`src/rtl/id_config_loader.sv`:
```
// Streams generated filter/ifmap/ipsum/opsum X and Y IDs to the PE-array
// multicast controllers over a valid/ready config bus, one ID per beat.
module id_config_loader #(
  parameter int NUM_PE = 48,
  parameter int XID_W  = 5,
  parameter int YID_W  = 3
) (
  input  logic             clk,
  input  logic             rst_n,
  input  logic             start,
  input  logic [2:0]       PE_ARRAY_H,
  input  logic [3:0]       PE_ARRAY_W,
  input  logic             x_done,
  input  logic             y_done,
  input  logic [XID_W-1:0] filter_XID [0:NUM_PE-1],
  input  logic [XID_W-1:0] ifmap_XID  [0:NUM_PE-1],
  input  logic [XID_W-1:0] ipsum_XID  [0:NUM_PE-1],
  input  logic [XID_W-1:0] opsum_XID  [0:NUM_PE-1],
  input  logic [YID_W-1:0] filter_YID [0:NUM_PE-1],
  input  logic [YID_W-1:0] ifmap_YID  [0:NUM_PE-1],
  input  logic [YID_W-1:0] ipsum_YID  [0:NUM_PE-1],
  input  logic [YID_W-1:0] opsum_YID  [0:NUM_PE-1],
  output logic             cfg_valid,
  input  logic             cfg_ready,
  output logic [1:0]       cfg_type,
  output logic             cfg_is_y,
  output logic [2:0]       cfg_row,
  output logic [3:0]       cfg_col,
  output logic [XID_W-1:0] cfg_id,
  output logic             busy,
  output logic             load_done,
  output logic             cfg_err
);
  localparam int IDX_W = $clog2(NUM_PE);

  typedef enum logic [2:0] {IDLE, WAIT_ID, LOAD_X, LOAD_Y, DONE} state_t;

  state_t           state, state_d;
  logic [2:0]       h_q, h_d;
  logic [3:0]       w_q, w_d;
  logic [1:0]       typ_d;
  logic [2:0]       row_d;
  logic [3:0]       col_d;
  logic             is_y_d, valid_d, err_d, load_pl;
  logic [XID_W-1:0] id_nx;
  logic [7:0]       area;
  logic             legal, accept, last_row, last_col;

  assign area     = 8'(PE_ARRAY_H) * 8'(PE_ARRAY_W);
  assign legal    = (|PE_ARRAY_H) && (|PE_ARRAY_W) && (area <= 8'(NUM_PE));
  assign accept   = cfg_valid & cfg_ready;
  assign last_row = (cfg_row == h_q - 3'd1);
  assign last_col = (cfg_col == w_q - 4'd1);
  assign busy      = (state != IDLE);
  assign load_done = (state == DONE);

  // Next-state and next-beat counters; the cfg_* registers double as the
  // walk counters, so they only move when a beat is accepted.
  always_comb begin
    state_d = state;
    h_d     = h_q;
    w_d     = w_q;
    typ_d   = cfg_type;
    row_d   = cfg_row;
    col_d   = cfg_col;
    is_y_d  = cfg_is_y;
    valid_d = cfg_valid;
    err_d   = 1'b0;
    load_pl = 1'b0;
    case (state)
      IDLE: begin
        if (start) begin
          if (legal) begin
            state_d = WAIT_ID;
            h_d     = PE_ARRAY_H;
            w_d     = PE_ARRAY_W;
          end else begin
            err_d = 1'b1;
          end
        end
      end
      WAIT_ID: begin
        if (x_done && y_done) begin
          state_d = LOAD_X;
          typ_d   = 2'd0;
          row_d   = 3'd0;
          col_d   = 4'd0;
          is_y_d  = 1'b0;
          valid_d = 1'b1;
          load_pl = 1'b1;
        end
      end
      LOAD_X: begin
        if (accept) begin
          load_pl = 1'b1;
          if (!last_col) begin
            col_d = cfg_col + 4'd1;
          end else begin
            col_d = 4'd0;
            if (!last_row) begin
              row_d = cfg_row + 3'd1;
            end else begin
              row_d = 3'd0;
              typ_d = cfg_type + 2'd1;
              if (cfg_type == 2'd3) begin
                state_d = LOAD_Y;
                is_y_d  = 1'b1;
              end
            end
          end
        end
      end
      LOAD_Y: begin
        if (accept) begin
          if (!last_row) begin
            row_d   = cfg_row + 3'd1;
            load_pl = 1'b1;
          end else begin
            row_d = 3'd0;
            typ_d = cfg_type + 2'd1;
            if (cfg_type == 2'd3) begin
              state_d = DONE;
              valid_d = 1'b0;
              is_y_d  = 1'b0;
            end else begin
              load_pl = 1'b1;
            end
          end
        end
      end
      DONE:    state_d = IDLE;
      default: state_d = IDLE;
    endcase
  end

  // ID fetch for the beat about to be presented.
  logic [IDX_W-1:0] idx, yidx;
  logic [XID_W-1:0] xsel;
  logic [YID_W-1:0] ysel;

  always_comb begin
    idx  = IDX_W'(row_d) * IDX_W'(w_q) + IDX_W'(col_d);
    yidx = IDX_W'(row_d);
    case (typ_d)
      2'd0:    begin xsel = filter_XID[idx]; ysel = filter_YID[yidx]; end
      2'd1:    begin xsel = ifmap_XID[idx];  ysel = ifmap_YID[yidx];  end
      2'd2:    begin xsel = ipsum_XID[idx];  ysel = ipsum_YID[yidx];  end
      default: begin xsel = opsum_XID[idx];  ysel = opsum_YID[yidx];  end
    endcase
    id_nx = is_y_d ? XID_W'(ysel) : xsel;
  end

  always_ff @(posedge clk) begin
    if (!rst_n) begin
      state     <= IDLE;
      h_q       <= '0;
      w_q       <= '0;
      cfg_valid <= 1'b0;
      cfg_type  <= '0;
      cfg_is_y  <= 1'b0;
      cfg_row   <= '0;
      cfg_col   <= '0;
      cfg_id    <= '0;
      cfg_err   <= 1'b0;
    end else begin
      state     <= state_d;
      h_q       <= h_d;
      w_q       <= w_d;
      cfg_valid <= valid_d;
      cfg_type  <= typ_d;
      cfg_is_y  <= is_y_d;
      cfg_row   <= row_d;
      cfg_col   <= col_d;
      cfg_err   <= err_d;
      if (load_pl) cfg_id <= id_nx;
    end
  end
endmodule

```
`config.mk`:
```
export PLATFORM = sky130hd
export DESIGN_NAME = id_config_loader
export DESIGN_NICKNAME = d
export VERILOG_FILES = /design/src/rtl/id_config_loader.sv
export SDC_FILE = /design/constraint.sdc
export NUM_CORES = 1
export LEC_CHECK = 0
export CAP_MARGIN = 20
export CORE_AREA = 2 2 605 607
export DETAILED_ROUTE_END_ITERATION = 6
export DIE_AREA = 0 0 607 609
export PLACE_DENSITY = 0.3
export RECOVER_POWER = 50
export SETUP_SLACK_MARGIN = 0.3
export SLEW_MARGIN = 5
export SYNTH_ARGS = -nofsm -noshare
export SYNTH_HDL_FRONTEND = slang
export SYNTH_SLANG_ARGS = --single-unit
export TNS_END_PERCENT = 5
```
`constraint.sdc`:
```
create_clock -name clk -period 11.2 [get_ports clk]
set_input_delay 1.12 -clock clk [delete_from_list [all_inputs] [get_ports clk]]
set_output_delay 1.12 -clock clk [all_outputs]
set_load 0.05 [all_outputs]
```
# After elaboration in Yosys (flattened, before gate mapping)
# Cells that the tools add are included.
totals:
  mem_bits_ro: 0
  mem_count: 0
  register_bits: 27
  out_inout_bits: 19
  latchBits: 0
  ram_bits: 0
  wordCells: 131
op_classes:
  div_mod_pow: 0
  bitwise_logic: 3
  muxes: 75
  n_reduce_logical: 13
  n_eq_ne: 19
  add_sub_neg: 6
  shift: 0
  multipliers: 2
  order_cmp: 3
op_table:
  columns: ["op", "count"]
  rows:
  - ["binary-select mux 5 bit (select 6 bit)", 4]
  - ["binary-select mux 3 bit (select 6 bit)", 4]
  - ["two-way mux 3 bit", 23]
  - ["two-way mux 5 bit", 9]
  - ["!= test 2 bit (second input constant)", 10]
  - ["two-way mux 1 bit", 18]
  - ["case mux 3 bit (3 select lines)", 2]
  - ["case mux 5 bit (3 select lines)", 1]
  - ["greater-or-equal comparator 7 bit (second input constant)", 2]
  - ["two-way mux 4 bit", 3]
  - ["case mux 3 bit (4 select lines)", 1]
  - ["two-way mux 2 bit", 5]
  - ["AND reduction 10 bit", 1]
  - ["case mux 4 bit (2 select lines)", 1]
  - ["less-or-equal comparator 7 x 6 -> 1 bit (second input constant)", 1]
  - ["multiplier 3 x 4 -> 7 bit", 1]
  - ["inverter 3 -> 7 bit", 1]
  - ["inverter 6 -> 7 bit", 1]
  - ["adder 6 x 4 -> 6 bit", 1]
  - ["== test 3 x 2 -> 1 bit (second input constant)", 2]
  - ["multiplier 3 x 4 -> 6 bit", 1]
  - ["case mux 1 bit (3 select lines)", 2]
  - ["case mux 2 bit (3 select lines)", 1]
  - ["AND reduction 3 bit", 2]
  - ["other kinds (21)", 24]

# Logic depth before layout (Yosys ltp)
# Gate-level depths: netlist (run 1).
logic_depth:
  depth_word: 14
  depth_mapped: 28
  depth_no_buf: 21

# Least setup slack after synthesis (run 1)
# Ideal clock, no wire load.
synth_timing:
  path_type: "input port to flip-flop"
  startpoint: "input cfg_ready"
  endpoint: "register cfg_id[0]"
  stages: 18
  path_buffers: 4
  t_arrival_ns: 5.871
  path_slack_ns: 5.198
  setup_time_ns: 0.132
  required_time_ns: 11.068
  cell_sequence: "nand2_1 -> a311oi_2 -> nand2_1 -> o2bb2ai_2 -> buf_6 -> buf_2 -> nand2_1 -> fa_1 -> fa_1 -> fa_1 -> xor2_1 -> buf_2 -> buf_1 -> mux4_2 -> a22oi_1 -> nor2_1 -> nor3_1 -> a211oi_2"
synth_between:
  elab_chain_len: 11
  word_cells_on_any_way: 49
  cone_classes: "add/sub (1); mul (1); eq/ne (2); mux (41); bitwise (3); reduce/logical (1)"
synth_rtl:
  columns: ["item", "line", "source"]
  rows:
  - ["from (decl)", "24", "input logic cfg_ready,"]
  - ["AND 1 bit (*)", "51", "assign accept = cfg_valid & cfg_ready;"]
  - ["two-way mux 3 bit (on tied branches)", "114, 94", null]
  - ["case mux 3 bit (3 select lines)", "70", "case (state)"]
  - ["multiplier 3 x 4 -> 6 bit", "142", "idx = IDX_W'(row_d) * IDX_W'(w_q) + IDX_W'(col_d);"]
  - ["adder 6 x 4 -> 6 bit", "142", null]
  - ["inverter 6 -> 7 bit (implied by the code)", null, null]
  - ["binary-select mux 5 bit (select 6 bit) (on tied branches)", null, null]
  - ["two-way mux 5 bit (on tied branches) (2 in series)", null, null]
  - ["case mux 5 bit (3 select lines)", "144", "case (typ_d)"]
  - ["two-way mux 5 bit", "150", "id_nx = is_y_d ? XID_W'(ysel) : xsel;"]
  - ["to (signal assigned)", "175", "if (load_pl) cfg_id <= id_nx;"]
  - ["to (decl)", "29", "output logic [XID_W-1:0] cfg_id,"]
# Mark *: on every way between the ends. The rest lies on a longest branch, timed or not. The select of a mux whose other input is x is not followed.
# A chain may end at the register's enable or synchronous reset.

# Worst setup path in the final report (run 1)
layout_timing:
  startpoint: "input cfg_ready"
  endpoint: "register cfg_id[2]"
# The elaborated chain is that of the path after synthesis.

==> results of run 1 <==
==> worst paths after layout <==
kind,to,slack [ps]
hold / removal,h_q[2],520
setup / recovery,cfg_id[2],2830
hold reg to reg,h_q[2],520
setup reg to reg,cfg_id[2],3340
==> cells in the mapped netlist, types with 3 or more instances <==
| cell | number |
|---|---|
| a2111oi_0 | 4 |
| a211oi_1 | 6 |
| a21o_1 | 7 |
| a21oi_1 | 35 |
| a221oi_1 | 3 |
| a22o_1 | 3 |
| a22oi_1 | 8 |
| a311oi_1 | 7 |
| a31oi_1 | 9 |
| a32o_1 | 8 |
| a32oi_1 | 4 |
| and2_1 | 20 |
| and3_1 | 13 |
| buf_1 | 9 |
| buf_2 | 39 |
| buf_4 | 8 |
| buf_6 | 5 |
| clkbuf_1 | 39 |
| dfxtp_1 | 27 |
| fa_1 | 8 |
| ha_1 | 20 |
| inv_1 | 23 |
| mux2_2 | 9 |
| mux2i_1 | 33 |
| mux4_2 | 283 |
| nand2_1 | 145 |
| nand2b_1 | 4 |
| nand3_1 | 35 |
| nand4_1 | 5 |
| nor2_1 | 48 |
| nor2b_1 | 6 |
| nor3_1 | 5 |
| nor4_1 | 6 |
| o211ai_1 | 6 |
| o21ai_0 | 17 |
| o22ai_1 | 4 |
| or3_1 | 3 |
| xnor2_1 | 5 |
| xor2_1 | 9 |
==> kinds of logic after synthesis <==
kind of cell    share of synthesized area
mux                                 0.623
simple gates                        0.128
xor+xnor                           0.0153
fa+ha+maj                          0.0374
flops                              0.0493
buf+inv                            0.0527
compound gates                     0.0949
==> registers in the layout, indices dropped and copies added (netlist names) <==
name,flops
cfg_id,5
cfg_col,4
w_q,4
cfg_row,3
h_q,3
state,3
cfg_type,2
cfg_err,1
cfg_is_y,1
cfg_valid,1
==> critical path: cells and delay by family <==
kind,cells,cell delay [ps]
AOI/OAI and AO/OA,5,1240
adders and majority gates,3,2270
buffers and inverters,2,1160
muxes,2,910
and+or+nand+nor,6,1740
==> power groups by stage <==
stage	clock network, µW	logic [µW]	registers (µW)
floorplan	0	167	114
global placement	0	686	112
detailed placement	0	687	112
CTS	111	691	110
global route	111	713	111
finish	101	673	110
==> stage by stage <==
step	cell area [µm²]	std cells	total power, µW	worst slack [ps]
after floorplan	11000	967	281	5200
after global placement	28000	6820	798	2000
after detailed placement	28000	6820	799	1960
after CTS	28000	6824	913	2260
after global routing	28100	6838	935	2240
final	28100	6849	884	2830
==> area by class of cell <==
cell class              count  area, µm²
fillers                 42300     336000
repair buffers           1138      11300
multi-input cells         817      10000
well taps                4816       6030
flip-flops and latches     27        541
inverters                  23       86.3
clock buffers               3       75.1
diodes                     24       60.1
clock inverters             1       7.51
==> metal layers <==
layer  GRT usage  up-vias
met2       0.146      730
met4      0.0203       18
met5           0        -
met1      0.0826     7121
li1            -     6178
met3      0.0134      138
==> flow_results.xml, run 1 <==
<?xml version="1.0" encoding="UTF-8"?>
<metrics>
  <group name="run_status">
    <metric name="run_status" unit="">complete, no violations</metric>
  </group>
  <group name="hold_path">
    <metric name="min_from" unit="">h_q[2]</metric>
    <metric name="worst_hold_path.num_cells" unit="">2</metric>
    <metric name="hp-class" unit="">flop to flop</metric>
  </group>
  <group name="logic_synthesis">
    <metric name="yosys_most_used_dff" unit="">dfxtp_1</metric>
    <metric name="syn-mean-instance-area" unit="µm²">11.3</metric>
    <metric name="unique_masters_post_synth" unit="">68</metric>
    <metric name="synthesis.instances" unit="">967</metric>
    <metric name="fraction_of_registers_with_async_set_or_reset_after_synthesis" unit="">0</metric>
    <metric name="netlist_area" unit="µm²">11000</metric>
    <metric name="synth_top_cells_by_area" unit="">mux4_2 (58%), nand2_1 (5.0%), dfxtp_1 (4.9%)</metric>
    <metric name="ys_warn_count" unit="">0</metric>
    <metric name="synth_sequential_area_ratio" unit="">0.0493</metric>
    <metric name="syn_nets" unit="">2544</metric>
    <metric name="synth-edff-count" unit="">0</metric>
    <metric name="synth_top_area_frac" unit="">0.581</metric>
    <metric name="synth-seq-cells" unit="">27</metric>
    <metric name="post_synthesis_cell_type_with_the_largest_combined_area" unit="">mux4_2</metric>
  </group>
  <group name="critical_path">
    <metric name="timing.critical_path.to_type" unit="">flop</metric>
    <metric name="ff2ff_path_depth" unit="">19</metric>
    <metric name="critical_path.startpoint_type" unit="">input port</metric>
    <metric name="required" unit="ps">11360</metric>
    <metric name="cp_max_fo" unit="">15</metric>
    <metric name="critical_path_arrival" unit="ps">8520</metric>
    <metric name="path_cells" unit="">dlygate4sd3_1, nand2_1, a311oi_2, nor2b_1, a22oi_2, inv_1, nand2_1, fa_1, fa_1, fa_4, mux4_2, mux2i_1, nand2_1, a32oi_1, a31oi_1, nand3_1, nor3b_1, a211oi_2</metric>
    <metric name="max_stage_delay" unit="ps">1220</metric>
    <metric name="critical_path.most_common_cell" unit="">nand2_1</metric>
    <metric name="crit_path_start" unit="">cfg_ready</metric>
    <metric name="timing.setup.critical_path_class" unit="">input port to flop</metric>
    <metric name="critical_path.reg2reg.startpoint" unit="">w_q[0]</metric>
    <metric name="slowest_stage" unit="">fa_4</metric>
  </group>
  <group name="route">
    <metric name="detailedRoute.firstPassIterationCount" unit="">4</metric>
    <metric name="met3RoutedLength" unit="µm">7810</metric>
    <metric name="drc" unit="">0</metric>
    <metric name="m1WireLength" unit="µm">54800</metric>
    <metric name="route.vias.total" unit="">14200</metric>
    <metric name="initialDrtViolationCount" unit="">636</metric>
    <metric name="route.final.wire_length" unit="µm">146000</metric>
    <metric name="wl_met2" unit="µm">79000</metric>
    <metric name="drtAntennaViolNets" unit="">0</metric>
    <metric name="dr.max_layer_used" unit="">met5</metric>
    <metric name="vias_per_cell" unit="">2.07</metric>
    <metric name="post_drt_wl_per_cell" unit="µm">21.3</metric>
  </group>
  <group name="global_route">
    <metric name="maximum_number_of_pins_on_one_net_before_global_route_repair" unit="">97</metric>
    <metric name="vias_in_the_first_global_route" unit="">15700</metric>
    <metric name="antenna_found_initial" unit="">73</metric>
    <metric name="gr-total-overflow" unit="">0</metric>
    <metric name="wire_length_of_the_first_global_routing_pass" unit="µm">178000</metric>
    <metric name="global_route.usage.total" unit="">0.0754</metric>
  </group>
  <group name="sta">
    <metric name="final.setup.tns" unit="ps">0</metric>
    <metric name="finalSetupViolations" unit="">0</metric>
    <metric name="clock-skew-final" unit="ps">17.0</metric>
    <metric name="final.period_utilization" unit="">0.747</metric>
    <metric name="hold_ws" unit="ps">524</metric>
    <metric name="worst_slew_pin_slew" unit="ps">1000</metric>
    <metric name="slew_headroom" unit="">0.333</metric>
    <metric name="rsz0062_at_grt" unit="">false</metric>
    <metric name="final-max-slew-violation-count" unit="">0</metric>
    <metric name="timing.final.hold_violations" unit="">0</metric>
    <metric name="fin_crit" unit="ps">8370</metric>
    <metric name="max_clock_freq" unit="MHz">120</metric>
  </group>
  <group name="layout">
    <metric name="layout.cells.most_common" unit="">clkdlybuf4s50_1</metric>
    <metric name="final_core_utilization" unit="">0.0772</metric>
    <metric name="num-nets-final" unit="">3587</metric>
    <metric name="drive_gt1_frac" unit="">0.186</metric>
    <metric name="area_growth_syn_to_layout" unit="%">156</metric>
    <metric name="most_frequent_cells_in_the_layout" unit="">clkdlybuf4s50_1 (1069), mux4_2 (283), nand2_1 (145), buf_4 (46), nor2_1 (45)</metric>
  </group>
  <group name="clock_tree">
    <metric name="clk_pin_slew_worst_paths" unit="ps">100</metric>
    <metric name="post_cts_setup_buffer_count" unit="">0</metric>
    <metric name="tritoncts_num_sinks" unit="">27</metric>
    <metric name="cts-root-to-sink-buffers" unit="">2</metric>
    <metric name="cts_resized" unit="">0</metric>
    <metric name="cts-hold-fix-buffers" unit="">0</metric>
    <metric name="tritoncts" unit="">yes</metric>
    <metric name="clkLatencyLatePin" unit="ps">300</metric>
    <metric name="clk_root_buffer_cell" unit="">clkbuf_16</metric>
    <metric name="h_tree_levels" unit="">1</metric>
    <metric name="cts_made_buffers" unit="">3</metric>
  </group>
  <group name="die">
    <metric name="core_region_area" unit="µm²">364000</metric>
    <metric name="effective_utilization_at_floorplan" unit="">0.0301</metric>
    <metric name="die_w" unit="µm">607</metric>
    <metric name="design.die.area" unit="µm²">370000</metric>
    <metric name="ios" unit="">1568</metric>
    <metric name="row_count" unit="">222</metric>
    <metric name="dieHeight" unit="µm">609</metric>
  </group>
  <group name="power">
    <metric name="cellPowerDensity" unit="nW/µm²">31.4</metric>
    <metric name="total_leakage_power" unit="µW">0.00790</metric>
    <metric name="netSwitchingFraction" unit="">0.323</metric>
    <metric name="power_frac_clock" unit="">0.114</metric>
    <metric name="p_seq_frac" unit="">0.124</metric>
    <metric name="netSwitchingPower" unit="µW">285</metric>
    <metric name="vdd_ir_drop_max" unit="V">0.0000560</metric>
    <metric name="comb_power_share" unit="">0.761</metric>
    <metric name="internal-power" unit="µW">598</metric>
  </group>
  <group name="run">
    <metric name="max_cap_violations" unit="">0</metric>
  </group>
  <group name="placement">
    <metric name="detailed_place_hpwl" unit="µm">131000</metric>
    <metric name="globalplace.congestion" unit="">0.859</metric>
    <metric name="io_buffers" unit="">1087</metric>
  </group>
</metrics>
Note: power is estimated with default switching activity, not from simulation.
==> run 2: changes to the inputs <==
Settings changed: CORE_AREA 2 2 605 607 to 2 2 614 616, DIE_AREA 0 0 607 609 to 0 0 616 618.
Clock period 11.2 ns to 7.6 ns, I/O delays scaled along.
==> run 2 against run 1 <==
Net effect: global-route usage hardly changed; count of clock-buffer cells in the layout did not move; die area increased by 3.0%; flip-flop and latch count is the same; critical path depth is 4 higher; highest routed layer unchanged.
==> flow_results.xml, run 2 (same netlist as run 1, synthesis figures left out) <==
<?xml version="1.0" encoding="UTF-8"?>
<metrics>
  <group name="critical_path">
    <metric name="critical_path_arrival" unit="ps">6950</metric>
    <metric name="slowest_stage" unit="">fa_4</metric>
    <metric name="path_delay_family" unit="">adder cells</metric>
    <metric name="crit_buf_inv" unit="">6</metric>
    <metric name="timing.critical_path.to_type" unit="">flop</metric>
    <metric name="cp_max_fo" unit="">7</metric>
    <metric name="timing.setup.critical_path_class" unit="">input port to flop</metric>
    <metric name="required" unit="ps">7810</metric>
    <metric name="max_stage_delay" unit="ps">900</metric>
    <metric name="path_cells" unit="">clkdlybuf4s50_1, nand2_1, a21oi_1, a31oi_4, a22oi_2, inv_1, nand2_1, fa_1, fa_1, fa_4, buf_12, mux4_2, mux2i_1, nand2_1, a32oi_2, a31oi_1, buf_4, nand3_1, buf_4, nor3b_1, buf_4, a211oi_2</metric>
    <metric name="critical_path.startpoint_type" unit="">input port</metric>
  </group>
  <group name="sta">
    <metric name="final-max-slew-violation-count" unit="">0</metric>
    <metric name="max_clock_freq" unit="MHz">148</metric>
    <metric name="worst_slew_pin_slew" unit="ps">1030</metric>
    <metric name="worst_slack" unit="ps">855</metric>
    <metric name="slew_headroom" unit="">0.306</metric>
    <metric name="finalSetupViolations" unit="">0</metric>
    <metric name="clock-skew-final" unit="ps">11.4</metric>
    <metric name="rsz0062_at_grt" unit="">false</metric>
    <metric name="fin_crit" unit="ps">6740</metric>
    <metric name="timing.final.hold_violations" unit="">0</metric>
    <metric name="final.period_utilization" unit="">0.887</metric>
  </group>
  <group name="route">
    <metric name="drc" unit="">0</metric>
    <metric name="initialDrtViolationCount" unit="">659</metric>
    <metric name="route.vias.total" unit="">14400</metric>
    <metric name="drtAntennaViolNets" unit="">0</metric>
    <metric name="post_drt_wl_per_cell" unit="µm">21.5</metric>
    <metric name="route.final.wire_length" unit="µm">151000</metric>
    <metric name="vias_per_cell" unit="">2.05</metric>
    <metric name="detailedRoute.firstPassIterationCount" unit="">5</metric>
  </group>
  <group name="die">
    <metric name="die_w" unit="µm">616</metric>
    <metric name="dieHeight" unit="µm">618</metric>
    <metric name="design.die.area" unit="µm²">381000</metric>
    <metric name="row_count" unit="">225</metric>
    <metric name="effective_utilization_at_floorplan" unit="">0.0293</metric>
    <metric name="core_region_area" unit="µm²">374000</metric>
    <metric name="ios" unit="">1568</metric>
  </group>
  <group name="global_route">
    <metric name="global_route.usage.total" unit="">0.0758</metric>
    <metric name="antenna_found_initial" unit="">91</metric>
    <metric name="gr-total-overflow" unit="">0</metric>
    <metric name="vias_in_the_first_global_route" unit="">16000</metric>
    <metric name="maximum_number_of_pins_on_one_net_before_global_route_repair" unit="">57</metric>
    <metric name="wire_length_of_the_first_global_routing_pass" unit="µm">185000</metric>
  </group>
  <group name="layout">
    <metric name="drive_gt1_frac" unit="">0.201</metric>
    <metric name="registers_with_the_most_flip_flops" unit="">cfg_id (5), cfg_col (4), w_q (4)</metric>
    <metric name="number_of_flip_flops_under_the_largest_register_name" unit="">5</metric>
    <metric name="final_core_utilization" unit="">0.0767</metric>
    <metric name="layout.filler_cells" unit="">43500</metric>
    <metric name="register_bank_with_the_most_flops" unit="">cfg_id</metric>
    <metric name="most_frequent_cells_in_the_layout" unit="">clkdlybuf4s50_1 (1069), mux4_2 (283), nand2_1 (145), buf_4 (74), nor2_1 (44)</metric>
    <metric name="num-nets-final" unit="">3626</metric>
    <metric name="area_growth_syn_to_layout" unit="%">162</metric>
    <metric name="layout.cells.most_common" unit="">clkdlybuf4s50_1</metric>
  </group>
  <group name="power">
    <metric name="cellPowerDensity" unit="nW/µm²">46.5</metric>
    <metric name="design_power_total" unit="µW">1340</metric>
    <metric name="vdd_ir_drop_max" unit="V">0.0000899</metric>
    <metric name="total_leakage_power" unit="µW">0.00816</metric>
  </group>
  <group name="clock_tree">
    <metric name="tritoncts_num_sinks" unit="">27</metric>
    <metric name="cts_made_buffers" unit="">3</metric>
    <metric name="cts-root-to-sink-buffers" unit="">2</metric>
    <metric name="clkLatencyLatePin" unit="ps">310</metric>
    <metric name="clk_root_buffer_cell" unit="">clkbuf_16</metric>
    <metric name="h_tree_levels" unit="">1</metric>
    <metric name="tritoncts" unit="">yes</metric>
    <metric name="clk_pin_slew_worst_paths" unit="ps">110</metric>
  </group>
  <group name="run">
    <metric name="max_cap_violations" unit="">0</metric>
  </group>
  <group name="run_status">
    <metric name="run_status" unit="">complete, no violations</metric>
  </group>
  <group name="placement">
    <metric name="io_buffers" unit="">1087</metric>
    <metric name="place_ws" unit="ps">-3.50</metric>
    <metric name="detailed_place_hpwl" unit="µm">138000</metric>
    <metric name="globalplace.congestion" unit="">0.831</metric>
  </group>
  <group name="hold_path">
    <metric name="hp-class" unit="">flop to flop</metric>
  </group>
</metrics>
-- run 2: layout make-up --
class,count,area [µm²],area share
Antenna cell,9,22.5,0.000784
Clock buffer,3,75.1,0.00261
Clock inverter,1,8.76,0.000305
Inverter,23,86.3,0.00301
Multi-Input combinational cell,817,10000,0.348
Sequential cell,27,541,0.0188
Tap cell,4994,6250,0.218
Timing Repair Buffer,1177,11700,0.409
-- run 2: worst paths after layout --
path / startpoint / endpoint / slack, ps / cells past startpoint
hold reg to reg: h_q[1] / h_q[1] / 530 / 2
hold / removal: h_q[1] / h_q[1] / 530 / 2
setup / recovery: cfg_ready / cfg_id[2] / 860 / 22
setup reg to reg: w_q[2] / cfg_id[2] / 1010 / 21
-- run 2: layer usage --
metal,wire [µm],global-route usage,vias up
li1,-,-,6241
met1,57200,0.0846,7306
met2,84000,0.151,755
met3,8090,0.0136,111
met4,1890,0.00845,14
met5,86,0,-
-- run 2: worst min-delay path, stage by stage (launching register included) --
cell	delay [ps]
dfxtp_1	350
mux2i_1	70
nor2_1	80
-- run 2: power breakdown --
| part | total, µW | internal, µW | switching, µW |
|---|---|---|---|
| Sequential | 158 | 149 | 8.44 |
| Clock | 165 | 74.5 | 90.6 |
| Combinational | 1010 | 666 | 347 |
| Total | 1340 | 890 | 446 |
-- run 2: what timing repair did --
item	4_1_cts	5_1_grt
endpoints found under the setup margin	0	1
gates resized for setup	0	1
hold buffers	0	0
setup buffers	0	3
-- run 2: stage by stage --
step,std cells,hold WS (ps),setup TNS (ps),cell area (µm²)
after floorplan,967,463,0,11000
after global placement,7034,498,-30.5,28600
after detailed placement,7035,503,-3.50,28600
after CTS,7039,536,0,28700
after global routing,7044,564,0,28700
final,7051,527,0,28700
